--- src/rtl/main_memory_arbiter.sv ---
// main_memory_arbiter
//   Round-robin arbiter that shares one single-port main memory among
//   NUM_PORTS requesters. A grant is held for the owner's whole transaction
//   (every consecutive nonzero req_msg cycle, so bursts stay atomic). A
//   one-cycle RELEASE state puts a NO_REQ cycle on the memory bus between
//   owners. Memory responses are routed back to the most recent owner in
//   every state, so responses that arrive late still reach that owner.
//
// Ports
//   clock, reset          : single clock, synchronous active-high reset
//   req_msg/address/data  : per-port requests, port i at slice [i*W +: W]
//   resp_msg/address/data : per-port routed memory responses (0 if not owner)
//   mem_*_out             : request forwarded to memory (0 unless granted)
//   mem_*_in              : response coming back from memory
//   grant                 : one-hot grant, all zero outside GRANT
module main_memory_arbiter #(
    parameter int NUM_PORTS     = 2,
    parameter int DATA_WIDTH    = 32,
    parameter int ADDRESS_WIDTH = 32,
    parameter int MSG_BITS      = 4
) (
    input  logic                               clock,
    input  logic                               reset,
    input  logic [NUM_PORTS*MSG_BITS-1:0]      req_msg,
    input  logic [NUM_PORTS*ADDRESS_WIDTH-1:0] req_address,
    input  logic [NUM_PORTS*DATA_WIDTH-1:0]    req_data,
    output logic [NUM_PORTS*MSG_BITS-1:0]      resp_msg,
    output logic [NUM_PORTS*ADDRESS_WIDTH-1:0] resp_address,
    output logic [NUM_PORTS*DATA_WIDTH-1:0]    resp_data,
    output logic [MSG_BITS-1:0]                mem_msg_out,
    output logic [ADDRESS_WIDTH-1:0]           mem_address_out,
    output logic [DATA_WIDTH-1:0]              mem_data_out,
    input  logic [MSG_BITS-1:0]                mem_msg_in,
    input  logic [ADDRESS_WIDTH-1:0]           mem_address_in,
    input  logic [DATA_WIDTH-1:0]              mem_data_in,
    output logic [NUM_PORTS-1:0]               grant
);

    localparam int IDX_W = (NUM_PORTS > 1) ? $clog2(NUM_PORTS) : 1;
    localparam logic [IDX_W-1:0] LAST_IDX = IDX_W'(NUM_PORTS - 1);

    typedef enum logic [1:0] {
        ST_IDLE    = 2'd0,
        ST_GRANT   = 2'd1,
        ST_RELEASE = 2'd2
    } state_t;

    state_t           state_q, state_d;
    logic [IDX_W-1:0] cur_q, cur_d;
    logic [IDX_W-1:0] last_q, last_d;
    logic [IDX_W-1:0] owner_q, owner_d;
    logic             owner_valid_q, owner_valid_d;

    // Unpacked views of the flat request buses.
    logic [MSG_BITS-1:0]      req_msg_arr  [NUM_PORTS];
    logic [ADDRESS_WIDTH-1:0] req_addr_arr [NUM_PORTS];
    logic [DATA_WIDTH-1:0]    req_data_arr [NUM_PORTS];
    logic [NUM_PORTS-1:0]     requesting;

    generate
        for (genvar gi = 0; gi < NUM_PORTS; gi++) begin : g_unpack
            assign req_msg_arr[gi]  = req_msg[gi*MSG_BITS +: MSG_BITS];
            assign req_addr_arr[gi] = req_address[gi*ADDRESS_WIDTH +: ADDRESS_WIDTH];
            assign req_data_arr[gi] = req_data[gi*DATA_WIDTH +: DATA_WIDTH];
            assign requesting[gi]   = |req_msg_arr[gi];
        end
    endgenerate

    // Round-robin pick: first requester scanning last+1, last+2, ... with an
    // explicit wrap so non-power-of-two port counts never index past the end.
    logic             sel_found;
    logic [IDX_W-1:0] sel_idx;
    logic [IDX_W-1:0] cand;

    always_comb begin
        sel_found = 1'b0;
        sel_idx   = '0;
        cand      = last_q;
        for (int k = 0; k < NUM_PORTS; k++) begin
            cand = (cand == LAST_IDX) ? '0 : cand + 1'b1;
            if (!sel_found && requesting[cand]) begin
                sel_found = 1'b1;
                sel_idx   = cand;
            end
        end
    end

    always_comb begin
        state_d       = state_q;
        cur_d         = cur_q;
        last_d        = last_q;
        owner_d       = owner_q;
        owner_valid_d = owner_valid_q;
        case (state_q)
            ST_IDLE: begin
                if (sel_found) begin
                    state_d       = ST_GRANT;
                    cur_d         = sel_idx;
                    last_d        = sel_idx;
                    owner_d       = sel_idx;
                    owner_valid_d = 1'b1;
                end
            end
            ST_GRANT: begin
                // Owner ends its transaction by presenting NO_REQ.
                if (!requesting[cur_q]) begin
                    state_d = ST_RELEASE;
                end
            end
            ST_RELEASE: state_d = ST_IDLE;
            default:    state_d = ST_IDLE;
        endcase
    end

    always_ff @(posedge clock) begin
        if (reset) begin
            state_q       <= ST_IDLE;
            cur_q         <= '0;
            last_q        <= LAST_IDX;
            owner_q       <= '0;
            owner_valid_q <= 1'b0;
        end else begin
            state_q       <= state_d;
            cur_q         <= cur_d;
            last_q        <= last_d;
            owner_q       <= owner_d;
            owner_valid_q <= owner_valid_d;
        end
    end

    // Outputs are forced to zero while reset is held so nothing leaks out
    // before the registers have been cleared.
    logic fwd_active;
    assign fwd_active = (state_q == ST_GRANT) && !reset;

    assign mem_msg_out     = fwd_active ? req_msg_arr[cur_q]  : '0;
    assign mem_address_out = fwd_active ? req_addr_arr[cur_q] : '0;
    assign mem_data_out    = fwd_active ? req_data_arr[cur_q] : '0;

    generate
        for (genvar gi = 0; gi < NUM_PORTS; gi++) begin : g_route
            logic route;
            assign route     = owner_valid_q && !reset && (owner_q == IDX_W'(gi));
            assign grant[gi] = fwd_active && (cur_q == IDX_W'(gi));
            assign resp_msg[gi*MSG_BITS +: MSG_BITS] =
                route ? mem_msg_in : '0;
            assign resp_address[gi*ADDRESS_WIDTH +: ADDRESS_WIDTH] =
                route ? mem_address_in : '0;
            assign resp_data[gi*DATA_WIDTH +: DATA_WIDTH] =
                route ? mem_data_in : '0;
        end
    endgenerate

endmodule

--- config.mk ---
export PLATFORM = sky130hd
export DESIGN_NAME = main_memory_arbiter
export DESIGN_NICKNAME = d
export VERILOG_FILES = /design/src/rtl/main_memory_arbiter.sv
export SDC_FILE = /design/constraint.sdc
export NUM_CORES = 1
export LEC_CHECK = 0
export BUFFER_PORTS_ARGS = -buffer_cell sky130_fd_sc_hd__clkbuf_2
export CAP_MARGIN = 20
export CORE_AREA = 4 4 156 158
export CTS_CLUSTER_SIZE = 12
export DETAILED_ROUTE_END_ITERATION = 8
export DIE_AREA = 0 0 160 162
export PLACE_DENSITY = 0.44
export REMOVE_ABC_BUFFERS = 1
export SLEW_MARGIN = 30
export SYNTH_ARGS = -nofsm -noshare
export SYNTH_HDL_FRONTEND = slang
export SYNTH_SLANG_ARGS = --single-unit
--- constraint.sdc ---
create_clock -name clock -period 2 [get_ports clock]
set_input_delay 0.2 -clock clock [delete_from_list [all_inputs] [get_ports clock]]
set_output_delay 0.2 -clock clock [all_outputs]
set_load 0.02 [all_outputs]
Word-level counts from Yosys, hierarchy flattened
Cells that the tools add are included.
{ "classes": {"addsub": 2, "n_lt_le_gt_ge": 4, "n_eq_ne": 3, "mux": 33, "bitwise": 2, "reduce_logical": 14} }
{ "op_table": {"columns": ["cell", "count"], "rows": [
  ["2-to-1 mux 32 bit", 12],
  ["2-to-1 mux 4 bit", 6],
  ["2-to-1 mux 1 bit", 12],
  ["OR reduction 4 bit", 2],
  ["logical AND 1 bit", 7],
  ["less-than comparator 1 x 2 -> 1 bit (second input constant)", 3],
  ["2-to-1 mux 2 bit", 2],
  ["inequality test 2 bit (second input constant)", 2],
  ["case mux 2 bit (2 select lines)", 1],
  ["AND reduction 2 bit", 2],
  ["adder 1 bit (second input constant)", 2],
  ["equality test 2 x 1 -> 1 bit (second input constant)", 1],
  [">= comparator 2 bit (second input constant)", 1],
  ["zero test 1 bit", 2],
  ["zero test 2 bit", 1],
  ["NOT 1 -> 2 bit", 1],
  ["NOT 1 bit", 1]
]} }
{ "totals": {"reg_bits": 5, "inputBits": 206} }

Logic depth before layout (Yosys ltp)
{ "logic_depth": {"depth_word": 10, "mapped_depth": 6, "mapped_depth_nobuf": 3} }

Least setup slack after synthesis
No wires, ideal clock.
{ "synth_path": {"path_type": "reg2out", "from": "register state_q[0]", "to": "output mem_data_out[22]", "arrival_time_ns": 1.461, "required_ns": 1.800, "setup_slack_ns": 0.339, "path_stages_with_launch": 5, "n_path_buf": 1, "cell_sequence": "dfxtp_1 -> or3b_4 -> nor2_4 -> buf_2 -> a22o_1"} }
{ "synth_via": {"elab_chain_len": 3} }
{ "synth_lines": {"columns": ["item", "line", "text"], "rows": [
  ["start: declaration", "48", "state_t state_q, state_d;"],
  ["start signal: assignment", "123", "state_q <= state_d;"],
  ["equality test 2 x 1 -> 1 bit", "134", "assign fwd_active = (state_q == ST_GRANT) && !reset;"],
  ["logical AND 1 bit", "134", null],
  ["2-to-1 mux 32 bit", "138", "assign mem_data_out = fwd_active ? req_data_arr[cur_q] : '0;"],
  ["end: declaration", "32", "output logic [DATA_WIDTH-1:0] mem_data_out,"]
]} }
Every way passes these cells.

Worst setup path after layout
{ "layout_path": {"from": "register state_q[1]", "to": "output mem_data_out[28]"} }
Same word-level chain as after synthesis.

==> impl_metrics.toml <==
[cells_and_area]
fin_area_um2 = 4846
area_growth_pct = 158.4
final_nets = 874
drive_above_1_share_pct = 66.72
fill_cells = 2636

[clocking]
clk_latency_ns = 0.23
cts_buffers = 3
clockBufferDepth = 2
cts.clk_slew.worst_paths_ns = 0.03
cts-root-buf = "clkbuf_16"
cts_tree = "done"
htreeDepth = 1
numClockSinks = 5

[critical_path]
path_class = "flip-flop to output pin"
slowest_delay_ns = 0.41
path_buf_inv = 3
reg2reg_from = "state_q[1]"
cp-endpoint = "mem_data_out[28]"
cp.depth = 6
crit_fanout = 11
cp-end-kind = "output pin"
crit_path_start_kind = "flip-flop"
crit_slowest_cell = "or3b_4"
critPathLaunch = "state_q[1]"
worst_r2r_path_depth = 3
crit_family = "simple AND/OR/NAND/NOR gates"
cp_cell_sequence = "or3b_4 > nor2_4 > buf_12 > clkbuf_16 > a22o_1 > buf_4"
ff2ff_setup_slack_ns = 0.83
arrival_ns = 1.79
crit_required_ns = 1.80
r2r_end = "last_q"

[global_routing]
busiest_layer = "met2"
antenna_found_initial = 2
grtUsageMet3_pct = 3.984
grt_usage_pct = 11.69
overflow = 0
grt_pass1_vias = 3708
grt_pass1_wl_um = 23520
grt_max_degree = 69
gr-usage-met2_pct = 22.81
grtUsageMet1_pct = 12.72

[timing]
slew_headroom_pct = 80.23
rsz0062_at_grt = "yes"
worst_pin_slew_ns = 0.2956
drv_slew = 0
fmax_mhz = 503.0
final.period_utilization_pct = 99.41
whs_ns = 0.3315
fin_skew_ns = 0.002293
setup_viol = 0
period_minus_slack_ns = 1.988
hold_violations = 0
fin_ws_ns = 0.01189

[yosys]
ys_ff_latch = 5
synth-xor-area-share_pct = 0
post_synth.cell_area_avg_um2 = 7.159
ys_warn_count = 0
syn_inst = 262
synth_top_family_by_area = "simple AND/OR/NAND/NOR gates"
synth_simple_gate_area_share_pct = 49.90
synth.area.mux_share_pct = 0.5337
synth_compound_area_share_pct = 35.49
ys_types = 24
synthesis.area_um2 = 1876
synth_fa_ha_area_share_pct = 0
synth.yosys.seq_area_share_pct = 5.337

[placement]
hpwl_um = 14390
place_congestion = 0.7528
postPlaceCellArea_um2 = 4305
buffer_ports.inserted = 411
place_ws_ns = 0.1701

[routing]
drc = 0
wl_per_cell_um = 17.88
first_pass_iters = 4
drt_wl_total_um = 17130
drt_iter0_markers = 105
vias = 3679
viasPerCell = 3.840
drtAntennaViolNets = 0

[floorplan]
dieArea_um2 = 25920
core_um2 = 23120
ios = 412
die_w_um = 160
die_height_um = 162
row_count = 56
start_util_pct = 8.111

[job]
cap_viol_max_count = 0

[power_and_ir_drop]
power_density_nw_per_um2 = 280.5
p_leak_nw = 2.806
max-vdd-ir-drop_mv = 0.2770

[status]
outcome = "finished, final reports clean"

[worst_hold_path]
hold_class = "input port to flip-flop"
==> metal layers <==
metal | vias up | part of all wire, %
met2 | 256 | 53
li1 | 1735 | -
met5 | - | 0.076
met1 | 1680 | 36
met4 | 2 | 0.54
met3 | 6 | 10
==> worst min path at each step <==
stage / start / depth (start not counted) / to / slack (ns)
3_3_place_gp: owner_valid_q / 2 / owner_valid_q / 0.49
4_1_cts: reset / 3 / state_q[1] / 0.33
5_1_grt: reset / 3 / state_q[1] / 0.34
6_report: reset / 3 / state_q[1] / 0.33
3_5_place_dp: owner_valid_q / 2 / owner_valid_q / 0.49
2_1_floorplan: reset / 1 / owner_q / 0.27
==> flip-flops by register name, indices dropped and copies added (netlist names) <==
name,count
last_q,1
owner_q,1
owner_valid_q,1
state_q,2
==> worst min-delay path: stages <==
cell and delay [ns]:
clkbuf_2 0.10, or3b_4 0.16, nor2_1 0.05
==> where the power goes <==
part / internal, W / switching (W) / total, W
logic: 0.000432 / 0.000483 / 0.000916
registers: 0.000106 / 0.00000459 / 0.000111
clock network: 0.000265 / 0.0000684 / 0.000333
==> layout make-up <==
cell class / instances / area, µm² / share of cell area, %
Timing Repair Buffer: 430 / 2626 / 54.20
Multi-Input combinational cell: 225 / 1659 / 34.24
Tap cell: 290 / 362.8 / 7.488
Sequential cell: 5 / 105.1 / 2.169
Clock buffer: 4 / 78.83 / 1.627
Inverter: 3 / 11.26 / 0.2324
Antenna cell: 1 / 2.502 / 0.05164
==> synth_stat cells <==
master | number | share of area [%]
buf_4 | 1 | 0.40
a311oi_1 | 1 | 0.47
buf_6 | 3 | 1.8
inv_1 | 2 | 0.40
o211ai_1 | 1 | 0.40
clkbuf_1 | 11 | 2.2
clkbuf_2 | 3 | 0.80
or4_1 | 1 | 0.40
o31a_1 | 1 | 0.47
a21o_1 | 1 | 0.40
and2_1 | 136 | 45
mux2i_1 | 1 | 0.53
or3b_4 | 1 | 0.60
nor2_4 | 2 | 1.2
a21oi_1 | 2 | 0.53
a22o_1 | 68 | 32
dfxtp_1 | 5 | 5.3
inv_2 | 1 | 0.20
buf_2 | 11 | 2.9
a311o_1 | 2 | 1.1
nor3_2 | 2 | 1.1
nor4_1 | 2 | 0.67
nor2_1 | 3 | 0.60
o31ai_1 | 1 | 0.40
==> what timing repair did <==
item | 4_1_cts | 5_1_grt
hold endpoints to repair | 0 | 0
setup buffers | 3 | 1
cloned | 2 | 3
hold buffers | 0 | 0
resized for setup | 37 | 93
pin swaps | 3 | 6
setup endpoints to repair | 59 | 46
==> cells by family after synthesis <==
group / after synthesis
AO/OA/AOI/OAI: 77
buffers and inverters: 32
flip-flops: 5
multiplexers: 1
AND/OR/NAND/NOR: 147
==> per-stage QoR <==
step | util (%) | TNS [ns] | instances | total power, W
after floorplan | - | -63.17 | 233 | 0.0004934
after global placement | 18.62 | 0 | 944 | 0.0009610
after detailed placement | 18.62 | 0 | 944 | 0.0009540
after CTS | 19.89 | -0.05891 | 953 | 0.001327
after global routing | 20.96 | -0.1851 | 958 | 0.001441
final | 20.96 | 0 | 958 | 0.001359
==> layout by cell type, fill, tap and decap left out <==
cell,synthesis,routed
buf_2,11,6
a22o_1,68,64
inv_1,2,2
buf_6,3,13
buf_4,1,29
or3b_4,1,1
nor4_1,2,2
nor2_1,3,3
o31ai_1,1,1
and2_1,136,136
buf_8,0,1
clkbuf_4,0,7
a311oi_1,1,1
clkbuf_1,11,1
mux2i_1,1,1
o211ai_1,1,1
nor3_4,0,2
or4_1,1,1
buf_16,0,4
clkbuf_8,0,6
dfxtp_1,5,3
dfxtp_2,0,1
o31a_1,1,1
dfxtp_4,0,1
buf_12,0,6
a21o_1,1,1
diode_2,0,1
a311o_1,2,2
inv_2,1,1
clkbuf_16,0,6
a21oi_1,2,2
nor2_4,2,2
a22o_4,0,4
clkbuf_2,3,355
Note: power is estimated with default switching activity, not from simulation.
